### config.mk
export PLATFORM = sky130hd
export DESIGN_NAME = mem_byte_initiator
export DESIGN_NICKNAME = d
export VERILOG_FILES = /design/src/rtl/mem_pkg.sv /design/src/rtl/mem_byte_initiator.sv
export SDC_FILE = /design/constraint.sdc
export NUM_CORES = 1
export LEC_CHECK = 0
export CAP_MARGIN = 20
export CORE_ASPECT_RATIO = 0.6
export CORE_MARGIN = 10
export CORE_UTILIZATION = 47
export DETAILED_ROUTE_END_ITERATION = 8
export PLACE_DENSITY_LB_ADDON = 0.2
export SLEW_MARGIN = 30
export SYNTH_ARGS = -nofsm -noshare
export SYNTH_HDL_FRONTEND = slang
export SYNTH_SLANG_ARGS = --single-unit
### constraint.sdc
create_clock -name clk_i -period 3.3 [get_ports clk_i]
set_input_delay 0.66 -clock clk_i [delete_from_list [all_inputs] [get_ports clk_i]]
set_output_delay 0.66 -clock clk_i [all_outputs]
set_load 0.05 [all_outputs]
### src/rtl/mem_pkg.sv
// Shared definitions for the byte-serialising memory initiator.
// Holds the FSM state encoding, the word/byte geometry and a lane-select helper.
package mem_pkg;

   localparam int BYTES_PER_WORD = 4;
   localparam int BYTE_W         = 8;

   typedef enum logic [1:0] {
      ST_IDLE   = 2'd0,
      ST_ACCESS = 2'd1,
      ST_RESP   = 2'd2
   } state_t;

   // Extract byte lane 'idx' from a 32-bit word (lane 0 = bits 7:0).
   function automatic logic [BYTE_W-1:0] byte_lane(input logic [31:0] word,
                                                   input logic [1:0]  idx);
      return word[idx*BYTE_W +: BYTE_W];
   endfunction

endpackage

### src/rtl/mem_byte_initiator.sv
// mem_byte_initiator: turns one 32-bit CPU load/store into four byte accesses
// on a byte-wide memory, little-endian, then returns a single response.
// Optional build macro: MEM_BYTE_INITIATOR_ALIGN_CHECK_EN -- when defined,
// requests whose address is not word aligned are rejected without touching
// memory and answered immediately with resp_err_o=1.
//
// Handshakes: a request transfers on a rising edge where req_valid_i and
// req_ready_o are both high; a response transfers on a rising edge where
// resp_valid_o and resp_ready_i are both high. While resp_valid_o is high the
// response payload does not change. req_ready_o is high only while idle, so
// no request is taken in the cycle a response completes.
module mem_byte_initiator
   import mem_pkg::*;
#(
   parameter int ADDR_W = 32
) (
   input  logic              clk_i,
   input  logic              rst_i,
   input  logic              req_valid_i,
   output logic              req_ready_o,
   input  logic              req_wr_i,
   input  logic [ADDR_W-1:0] req_addr_i,
   input  logic [31:0]       req_wdata_i,
   output logic              resp_valid_o,
   input  logic              resp_ready_i,
   output logic [31:0]       resp_rdata_o,
   output logic              resp_err_o,
   output logic [ADDR_W-1:0] mem_addr_o,
   output logic [7:0]        mem_wdata_o,
   output logic              mem_wr_o,
   output logic              mem_rd_o,
   input  logic [7:0]        mem_rdata_i,
   output logic [1:0]        dbg_state_o
);

   state_t            state_q, state_d;
   logic [1:0]        idx_q, idx_d;
   logic              wr_q;
   logic [ADDR_W-1:0] addr_q;
   logic [31:0]       wdata_q;
   logic [31:0]       rdata_q;
   logic              err_q;
   logic              accept;
   logic              capture;
   logic              reject;

`ifdef MEM_BYTE_INITIATOR_ALIGN_CHECK_EN
   // A request not on a word boundary is refused outright.
   assign reject = (req_addr_i[1:0] != 2'b00);
`else
   // Misaligned requests are simply carried out byte by byte.
   assign reject = 1'b0;
`endif

   // Next-state and output decode; everything defaults to the idle values.
   always_comb begin
      state_d      = state_q;
      idx_d        = idx_q;
      accept       = 1'b0;
      capture      = 1'b0;
      req_ready_o  = 1'b0;
      resp_valid_o = 1'b0;
      resp_rdata_o = 32'h0;
      resp_err_o   = 1'b0;
      mem_addr_o   = '0;
      mem_wdata_o  = 8'h00;
      mem_wr_o     = 1'b0;
      mem_rd_o     = 1'b0;
      case (state_q)
         ST_IDLE: begin
            req_ready_o = 1'b1;
            if (req_valid_i) begin
               accept  = 1'b1;
               idx_d   = 2'd0;
               state_d = reject ? ST_RESP : ST_ACCESS;
            end
         end
         ST_ACCESS: begin
            // Address wraps naturally at 2^ADDR_W through the fixed-width add.
            mem_addr_o = addr_q + ADDR_W'(idx_q);
            if (wr_q) begin
               mem_wr_o    = 1'b1;
               mem_wdata_o = byte_lane(wdata_q, idx_q);
            end else begin
               mem_rd_o = 1'b1;
               capture  = 1'b1;
            end
            if (idx_q == 2'(BYTES_PER_WORD - 1)) begin
               state_d = ST_RESP;
            end else begin
               idx_d = idx_q + 2'd1;
            end
         end
         ST_RESP: begin
            resp_valid_o = 1'b1;
            resp_rdata_o = rdata_q;
            resp_err_o   = err_q;
            if (resp_ready_i) begin
               state_d = ST_IDLE;
            end
         end
         default: begin
            state_d = ST_IDLE;
         end
      endcase
   end

   // State register and byte index; reset aborts any access in flight.
   always_ff @(posedge clk_i) begin
      if (rst_i) begin
         state_q <= ST_IDLE;
         idx_q   <= 2'd0;
      end else begin
         state_q <= state_d;
         idx_q   <= idx_d;
      end
   end

   // Request capture: operation, base address and store data.
   always_ff @(posedge clk_i) begin
      if (rst_i) begin
         wr_q    <= 1'b0;
         addr_q  <= '0;
         wdata_q <= 32'h0;
      end else if (accept) begin
         wr_q    <= req_wr_i;
         addr_q  <= req_addr_i;
         wdata_q <= req_wdata_i;
      end
   end

   // Load assembly: each read byte lands in its little-endian lane.
   always_ff @(posedge clk_i) begin
      if (rst_i) begin
         rdata_q <= 32'h0;
      end else if (accept) begin
         rdata_q <= 32'h0;
      end else if (capture) begin
         rdata_q[idx_q*BYTE_W +: BYTE_W] <= mem_rdata_i;
      end
   end

`ifdef MEM_BYTE_INITIATOR_ALIGN_CHECK_EN
   // Error flag remembers whether the accepted request was refused.
   always_ff @(posedge clk_i) begin
      if (rst_i) begin
         err_q <= 1'b0;
      end else if (accept) begin
         err_q <= reject;
      end
   end
`else
   assign err_q = 1'b0;
`endif

   assign dbg_state_o = state_q;

endmodule

== Yosys cells after proc, flatten, opt, wreduce, memory -nomap -nowiden ==
Index checks and enable logic that the tools add are counted.
W data, S select, Z words.

* Register bits after elaboration: 101
* Input bits: 77
* Logic and storage cells: 44

* $add $sub $neg: 3
* Equality and inequality tests: 7
* Shift operators: 3
* Muxes and demuxes: 20
* Reductions and logical operators: 5

{| class="wikitable"
|+ Operators with widths
! kind !! number
|-
| $mux W32 || 2
|-
| $neg A5 Y34 || 1
|-
| $shift A8 B34 Y32 const A || 1
|-
| $shiftx A8 B34 Y32 || 1
|-
| $add A32 B2 Y32 || 1
|-
| $bwmux W32 || 1
|-
| $shiftx A32 B6 Y8 || 1
|-
| $mux W8 || 2
|-
| $mux W2 || 5
|-
| $mux W1 || 8
|-
| $ne A2 B2 Y1 const B || 4
|-
| $pmux W2 S3 || 1
|-
| $reduce_and A3 Y1 || 2
|-
| $eq A2 B2 Y1 const B || 2
|-
| $pmux W2 S2 || 1
|-
| $add A2 B1 Y2 const B || 1
|-
| $eq A2 B1 Y1 const B || 1
|-
| $logic_not A2 Y1 || 1
|-
| $reduce_bool A2 Y1 || 1
|-
| $reduce_or A2 Y1 || 1
|}

== Depth between registers and ports, before layout ==
Gate-level depths: netlist of the first run.

* Depth after elaboration: 3
* Depth in mapped cells: 8

== Worst setup path after synthesis of the first run ==
Ideal clock, no wire load.

* Path type: register to output
* From: reg idx_q[0]
* To: out mem_addr_o[24]
* Arrival: 2853 ps
* Setup slack: -213 ps
* Stages on the path, launching flop included: 8
* Path buffers: 1
* Cells stage by stage: dfxtp_1 -> ha_1 -> fa_1 -> nand4_1 -> or4_1 -> buf_2 -> or4_1 -> a21oi_1

* Longest elaborated chain between the ends: 2

{| class="wikitable"
|+ Ends and longest elaborated chain
! what !! RTL line !! RTL
|-
| from (decl) || mem_byte_initiator.sv:37 || <nowiki>logic [1:0] idx_q, idx_d;</nowiki>
|-
| from (signal assigned) || mem_byte_initiator.sv:115 || <nowiki>idx_q <= idx_d;</nowiki>
|-
| $add A32 B2 Y32 || mem_byte_initiator.sv:80 || <nowiki>mem_addr_o = addr_q + ADDR_W'(idx_q);</nowiki>
|-
| $mux W32 || mem_byte_initiator.sv:69 || <nowiki>case (state_q)</nowiki>
|-
| to (decl) || mem_byte_initiator.sv:28 || <nowiki>output logic [ADDR_W-1:0] mem_addr_o,</nowiki>
|}

Every way passes these cells.

== Worst setup path in the final report of the first run ==
* From: reg addr_q[0]
* To: out mem_addr_o[26]

* Longest elaborated chain between the ends: 2

{| class="wikitable"
|+ Ends and longest elaborated chain
! what !! RTL line !! RTL
|-
| from (decl) || mem_byte_initiator.sv:39 || <nowiki>logic [ADDR_W-1:0] addr_q;</nowiki>
|-
| from (signal assigned) || mem_byte_initiator.sv:127 || <nowiki>addr_q <= req_addr_i;</nowiki>
|-
| $add A32 B2 Y32 || mem_byte_initiator.sv:80 ||
|-
| $mux W32 || mem_byte_initiator.sv:69 ||
|}

Every way passes these cells.

==> results of run 1 <==
## cells by family after synthesis
kind of cell | after synthesis | synth area share (%)
AOI/OAI and AO/OA | 137 | 14.5
xor gates and xnor gates | 11 | 1.93
adders and majority gates | 9 | 2.41
buffers and inverters | 57 | 4.51
DFF | 101 | 40.5
muxes | 10 | 4.01
other | 1 | 0.0751
and+or+nand+nor | 337 | 32.1
## layout by cell type (no fill, tap or decap), types with 9 or more instances in the layout
cell type          n
nand2_1          179
and3_1             9
and2_1            40
clkdlybuf4s50_1   79
inv_1              9
dfxtp_1           97
nand3_1           39
a21oi_1          107
clkbuf_16          9
buf_4             48
nor2_1            13
buf_12            50
## final timing paths
kind                          to  depth (start not counted)
setup / recovery  mem_addr_o[26]                          7
hold / removal        rdata_q[4]                          2
setup reg to reg     rdata_q[22]                          6
hold reg to reg       rdata_q[4]                          2
## stage by stage
stage	hold WS (ps)	std cells	setup TNS (ps)
global placement	435	922	0
CTS	452	947	-249
floorplan	427	663	0
finish	452	950	-33.0
global route	470	950	-597
detailed placement	443	922	0
## report_power, final
group,total [µW],leakage [µW],switching [µW],internal (µW)
clock,985,0.000129,468,517
sequential,1320,0.000826,50.2,1270
combinational,466,0.00176,256,210
## repair_timing
item	CTS	global route
endpoints found under the setup margin	12	16
setup buffers	9	3
resized for setup	14	9
pin swaps	11	6
## worst reg2reg max path: cells and delay by family, from the launching register on
kind            cells  cell delay [ps]
compound gates      1              190
fa+ha+maj           1              410
buf+inv             2              490
flops               1              350
simple gates        2              980
## layout make-up
cell class / instances / area share [%]
Multi-Input combinational cell: 505 / 38.0
Timing Repair Buffer: 180 / 28.8
Sequential cell: 101 / 26.8
Clock buffer: 10 / 3.03
Tap cell: 139 / 2.30
Clock inverter: 6 / 0.613
Inverter: 9 / 0.447
## metal layers
metal | wire [µm] | vias up
met1 | 7380 | 2464
met4 | 238 | 0
met2 | 7810 | 247
met5 | 0 | -
li1 | - | 2540
met3 | 1730 | 21
## flip-flops by register name, summed over array words and instances, names as in the netlist
name / cells
wr_q: 1
idx_q: 2
dbg_state_o: 2
addr_q: 32
rdata_q: 32
wdata_q: 32
==> flow_metrics.env, run 1 <==
export IMPL_status="finished with violations"
export IMPL_violations="setup timing"
export IMPL_worstSetupEndpointType="output pin"
export IMPL_fp_coreArea_mm2=0.0105
export IMPL_drt_iter0_markers=442
export IMPL_fin_nets=892
export IMPL_drive_above_1_share_pct=19.1
export IMPL_min_period_over_period_pct=101
export IMPL_rsz0062_at_grt="yes"
export IMPL_num_vias=5272
export IMPL_crit_chain="ha_4 > fa_2 > nand4_1 > or4_4 > or4_1 > a21oi_2 > buf_12"
export IMPL_vias_per_cell=5.55
export IMPL_drv_slew=0
export IMPL_top_usage_layer="met2"
export IMPL_worst_hold_path_type="reg -> reg"
export IMPL_overflow=0
export IMPL_final_cell_area_mm2=0.00755
export IMPL_slowest_stage="or4_4"
export IMPL_num_antenna_cells=0
export IMPL_num_io_pins=156
export IMPL_rows=29
export IMPL_syn_inst=663
export IMPL_critPathTopFamily="simple AND/OR/NAND/NOR gates"
export IMPL_use_met3_pct=7.77
export IMPL_cp_max_fo=8
export IMPL_wirelength_um=17200
export IMPL_dp_slack_ps=22.6
export IMPL_clockRootBuffer="clkbuf_16"
export IMPL_n_fill_cell=817
export IMPL_die_area_mm2=0.0153
export IMPL_place_area_mm2=0.00708
export IMPL_yosysWarnings=0
export IMPL_fp_dieW_um=153
export IMPL_multi_input_area_mm2=0.00287
export IMPL_regArea_mm2=0.00203
export IMPL_cts_tree="yes"
export IMPL_remaining_drc_errors=0
export IMPL_syn_avg_cell_area_um2=7.53
export IMPL_skew_ps=11.6
export IMPL_die_h_um=99.8
export IMPL_tightest_slew_ps=977
export IMPL_grt_start_max_net_pins=70
export IMPL_cts_clk_slew_worst_paths_ps=70
export IMPL_postRouteAntennaNets=0
export IMPL_synth_area_leader_cell="dfxtp_1"
export IMPL_synthToLayoutAreaGrowth_pct=51.3
export IMPL_yosysTopAreaCellShare_pct=40.5
export IMPL_place_gp_congestion=0.889
export IMPL_dp_hpwl_um=12300
export IMPL_antenna_found_initial=0
export IMPL_synth_area_mm2=0.00499
export IMPL_p_leak_uw=0.00272
export IMPL_power_density_mw_per_mm2=367
export IMPL_grt_pass1_wl_um=27100
export IMPL_peakVddDrop_mv=0.290
export IMPL_io_buffers=154
export IMPL_synth_edf_count=0
export IMPL_holdBufCountCts=0
export IMPL_grt_util_met1_pct=27.3
export IMPL_ys_ff_latch=101
export IMPL_worstHoldStart="rdata_q[4]"
export IMPL_ys_top_cells_by_count="nand2_1, a21oi_1, dfxtp_1, and2_1, nand3_1"
export IMPL_reg2reg_slack_ps=820
export IMPL_htreeDepth=3
export IMPL_final_hold_viol_count=0
export IMPL_yosysMostFrequentCell="nand2_1"
export IMPL_cts_sinks=101
export IMPL_setup_viol_count_final=3
export IMPL_grtUsageMet2_pct=33.8
export IMPL_clockBufferDepth=2
export IMPL_arrival_ps=2660
export IMPL_fin_ws_ps=-24.0
export IMPL_fmax_ghz=0.301
export IMPL_synth_flop_cell="dfxtp_1"
export IMPL_crit_path_start_kind="register"
export IMPL_post_route_util_pct=72.3
export IMPL_relSlewSlack_pct=34.8
export IMPL_track_usage_pct=21.3
export IMPL_critical_path_startpoint="addr_q[0]"
export IMPL_p_total_uw=2770
export IMPL_drt_first_pass_iters=5
export IMPL_synth_area_leaders="dfxtp_1, nand2_1, a21oi_1, and2_1, nand3_1"
export IMPL_worstPathRequired_ps=2640
export IMPL_synthArstFlopShare_pct=0
export IMPL_r2r_start="idx_q[0]"
export IMPL_synthDistinctLibCells=37
export IMPL_synth_nets=749
export IMPL_critPathBufInv=1
export IMPL_wl_per_cell_um=18.1
export IMPL_start_util_pct=47.8
export IMPL_cts_made_buffers=9
export IMPL_cap_viol_max_count=0
export IMPL_cpPeakStageDelay_ps=540
export IMPL_setup_worst_path_class="reg -> out"
export IMPL_yosysSeqAreaShare_pct=40.5
export IMPL_clk_latency_ps=350
export IMPL_grt_pass1_vias=5236
export IMPL_period_needed_ps=3320
(Power assumes the default switching activity.)
==> run 2, diff against run 1 <==
--- a/config.mk
+++ b/config.mk
@@ -11,6 +11,7 @@
 export CORE_UTILIZATION = 47
 export DETAILED_ROUTE_END_ITERATION = 8
 export PLACE_DENSITY_LB_ADDON = 0.2
+export RECOVER_POWER = 50
 export SLEW_MARGIN = 30
 export SYNTH_ARGS = -nofsm -noshare
 export SYNTH_HDL_FRONTEND = slang
==> constraint.sdc (replaced) <==
create_clock -name clk_i -period 3.57 [get_ports clk_i]
set_input_delay 0.714 -clock clk_i [delete_from_list [all_inputs] [get_ports clk_i]]
set_output_delay 0.714 -clock clk_i [all_outputs]
set_load 0.05 [all_outputs]
==> run 2 against run 1 <==
Effect of this change:
- the run now ends clean
- sequential power decreased by 8%
- global-route usage decreased by 0.60 points
- first-iteration DRC count decreased by 13%
- routed wire length decreased by 3.7%
- clock skew decreased by 3.6 ps
- combinational power decreased by 12%
- sequential share of layout area increased by 1.7 points
- clock-buffer cell count increased by 1
- register-to-register slack got worse by 490 ps
- via count decreased by 1.5%
- critical endpoint unchanged
- highest routed layer unchanged
==> flow_metrics.env, run 2 (same netlist as run 1, synthesis figures left out) <==
export IMPL_cap_viol_max_count=0
export IMPL_mostFrequentLayoutCells="nand2_1, a21oi_1, dfxtp_1, clkdlybuf4s50_1, buf_4"
export IMPL_grt_pass1_vias=4859
export IMPL_final_common_cell="nand2_1"
export IMPL_critical_path_startpoint="addr_q[0]"
export IMPL_overflow=0
export IMPL_tightest_slew_ps=1380
export IMPL_io_buffers=154
export IMPL_postRouteAntennaNets=0
export IMPL_worstPathRequired_ps=2860
export IMPL_num_io_pins=156
export IMPL_peakVddDrop_mv=0.242
export IMPL_dp_hpwl_um=12300
export IMPL_clockBufferDepth=2
export IMPL_multi_input_area_mm2=0.00282
export IMPL_wl_per_cell_um=17.5
export IMPL_setup_worst_path_class="reg -> out"
export IMPL_p_int_uw=1850
export IMPL_reg2reg_depth=6
export IMPL_die_h_um=99.8
export IMPL_place_gp_congestion=0.860
export IMPL_rsz0062_at_grt="yes"
export IMPL_relSlewSlack_pct=7.98
export IMPL_r2r_start="idx_q[0]"
export IMPL_power_density_mw_per_mm2=359
export IMPL_swShare_pct=27.4
export IMPL_arrival_ps=2800
export IMPL_wirelength_um=16500
export IMPL_fp_coreArea_mm2=0.0105
export IMPL_fin_nets=883
export IMPL_rows=29
export IMPL_vias_per_cell=5.51
export IMPL_cts_sinks=101
export IMPL_remaining_drc_errors=0
export IMPL_drt_first_pass_iters=5
export IMPL_setup_viol_count_final=0
export IMPL_holdPathStages=2
export IMPL_fp_dieW_um=153
export IMPL_period_needed_ps=3510
export IMPL_cts_made_buffers=9
export IMPL_min_period_over_period_pct=98.3
export IMPL_grt_start_max_net_pins=70
export IMPL_place_area_mm2=0.00672
export IMPL_setup_tns_ps=0
export IMPL_grt_pass1_wl_um=25900
export IMPL_cp_max_fo=7
export IMPL_regArea_mm2=0.00202
export IMPL_r2r_end="rdata_q[8]"
export IMPL_start_util_pct=47.8
export IMPL_reg_top3="addr_q (32), rdata_q (32), wdata_q (32)"
export IMPL_n_fill_cell=862
export IMPL_clockRootBuffer="clkbuf_16"
export IMPL_crit_end="mem_addr_o[26]"
export IMPL_cts_clk_slew_worst_paths_ps=70
export IMPL_final_hold_viol_count=0
export IMPL_reg2reg_slack_ps=330
export IMPL_crit_path_start_kind="register"
export IMPL_clk_latency_ps=350
export IMPL_status="completed"
export IMPL_p_leak_uw=0.00260
export IMPL_skew_ps=8.01
export IMPL_num_vias=5193
export IMPL_synthToLayoutAreaGrowth_pct=42.3
export IMPL_htreeDepth=3
export IMPL_die_area_mm2=0.0153
export IMPL_worst_hold_path_type="reg -> reg"
export IMPL_cts_tree="yes"
export IMPL_combPwrFrac_pct=16.1
export IMPL_drive_above_1_share_pct=16.7
export IMPL_drt_iter0_markers=386
export IMPL_seqPwrFrac_pct=47.9
export IMPL_track_usage_pct=20.7
export IMPL_fmax_ghz=0.285
export IMPL_worstSetupEndpointType="output pin"
export IMPL_post_route_util_pct=68.0
export IMPL_final_cell_area_mm2=0.00710
export IMPL_pwr_share_clk_pct=36.0
export IMPL_p_switching_uw=698
export IMPL_antenna_found_initial=1
export IMPL_drv_slew=0
-- run 2: metal layers --
layer,global-route usage [%],part of all wire (%),vias up
li1,-,-,2537
met1,28.1,46,2446
met2,30.7,44,192
met3,7.26,8.6,18
met4,5.11,1.2,0
met5,0,0,-
-- run 2: worst min path at each step --
stage                     start          end  slack [ps]
finish              rdata_q[17]  rdata_q[17]         450
global route         rdata_q[8]   rdata_q[8]         470
CTS                 rdata_q[17]  rdata_q[17]         450
detailed placement  rdata_q[29]  rdata_q[29]         440
global placement     rdata_q[0]   rdata_q[0]         430
floorplan            rdata_q[0]   rdata_q[0]         430
-- run 2: critical path, stage by stage (launching register included) --
cell and delay, ps:
dfxtp_2 360, ha_4 150, fa_2 240, nand4_1 170, or4_4 620, or4_4 540
a21oi_2 210, buf_12 170
-- run 2: cell type report --
class	count	area share [%]
Clock inverter	5	0.493
Timing Repair Buffer	171	25.0
Multi-Input combinational cell	505	39.7
Tap cell	139	2.45
Antenna cell	1	0.0352
Sequential cell	101	28.5
Inverter	9	0.476
Clock buffer	11	3.42
-- run 2: power by group through the flow --
stage / combinational, µW / clock, µW / sequential [µW]
6_report: 410 / 917 / 1220
2_1_floorplan: 222 / 0 / 1230
5_1_grt: 445 / 969 / 1230
4_1_cts: 409 / 933 / 1220
3_5_place_dp: 406 / 0 / 1240
3_3_place_gp: 398 / 0 / 1240
-- run 2: through the flow --
| stage | hold WS [ps] | instances | total power (µW) | setup WS, ps |
|---|---|---|---|---|
| final | 449 | 942 | 2550 | 59.0 |
| after global routing | 468 | 941 | 2640 | -15.5 |
| after CTS | 451 | 938 | 2560 | 9.38 |
| after detailed placement | 440 | 918 | 1650 | 115 |
| after global placement | 435 | 918 | 1640 | 267 |
| after floorplan | 427 | 663 | 1450 | 3.11 |
-- run 2: repair_timing --
item	CTS	global route
pin swaps	2	8
gates resized for setup	5	13
setup endpoints to repair	11	11
buffers inserted	4	3
hold buffers	0	0
gates cloned	0	0
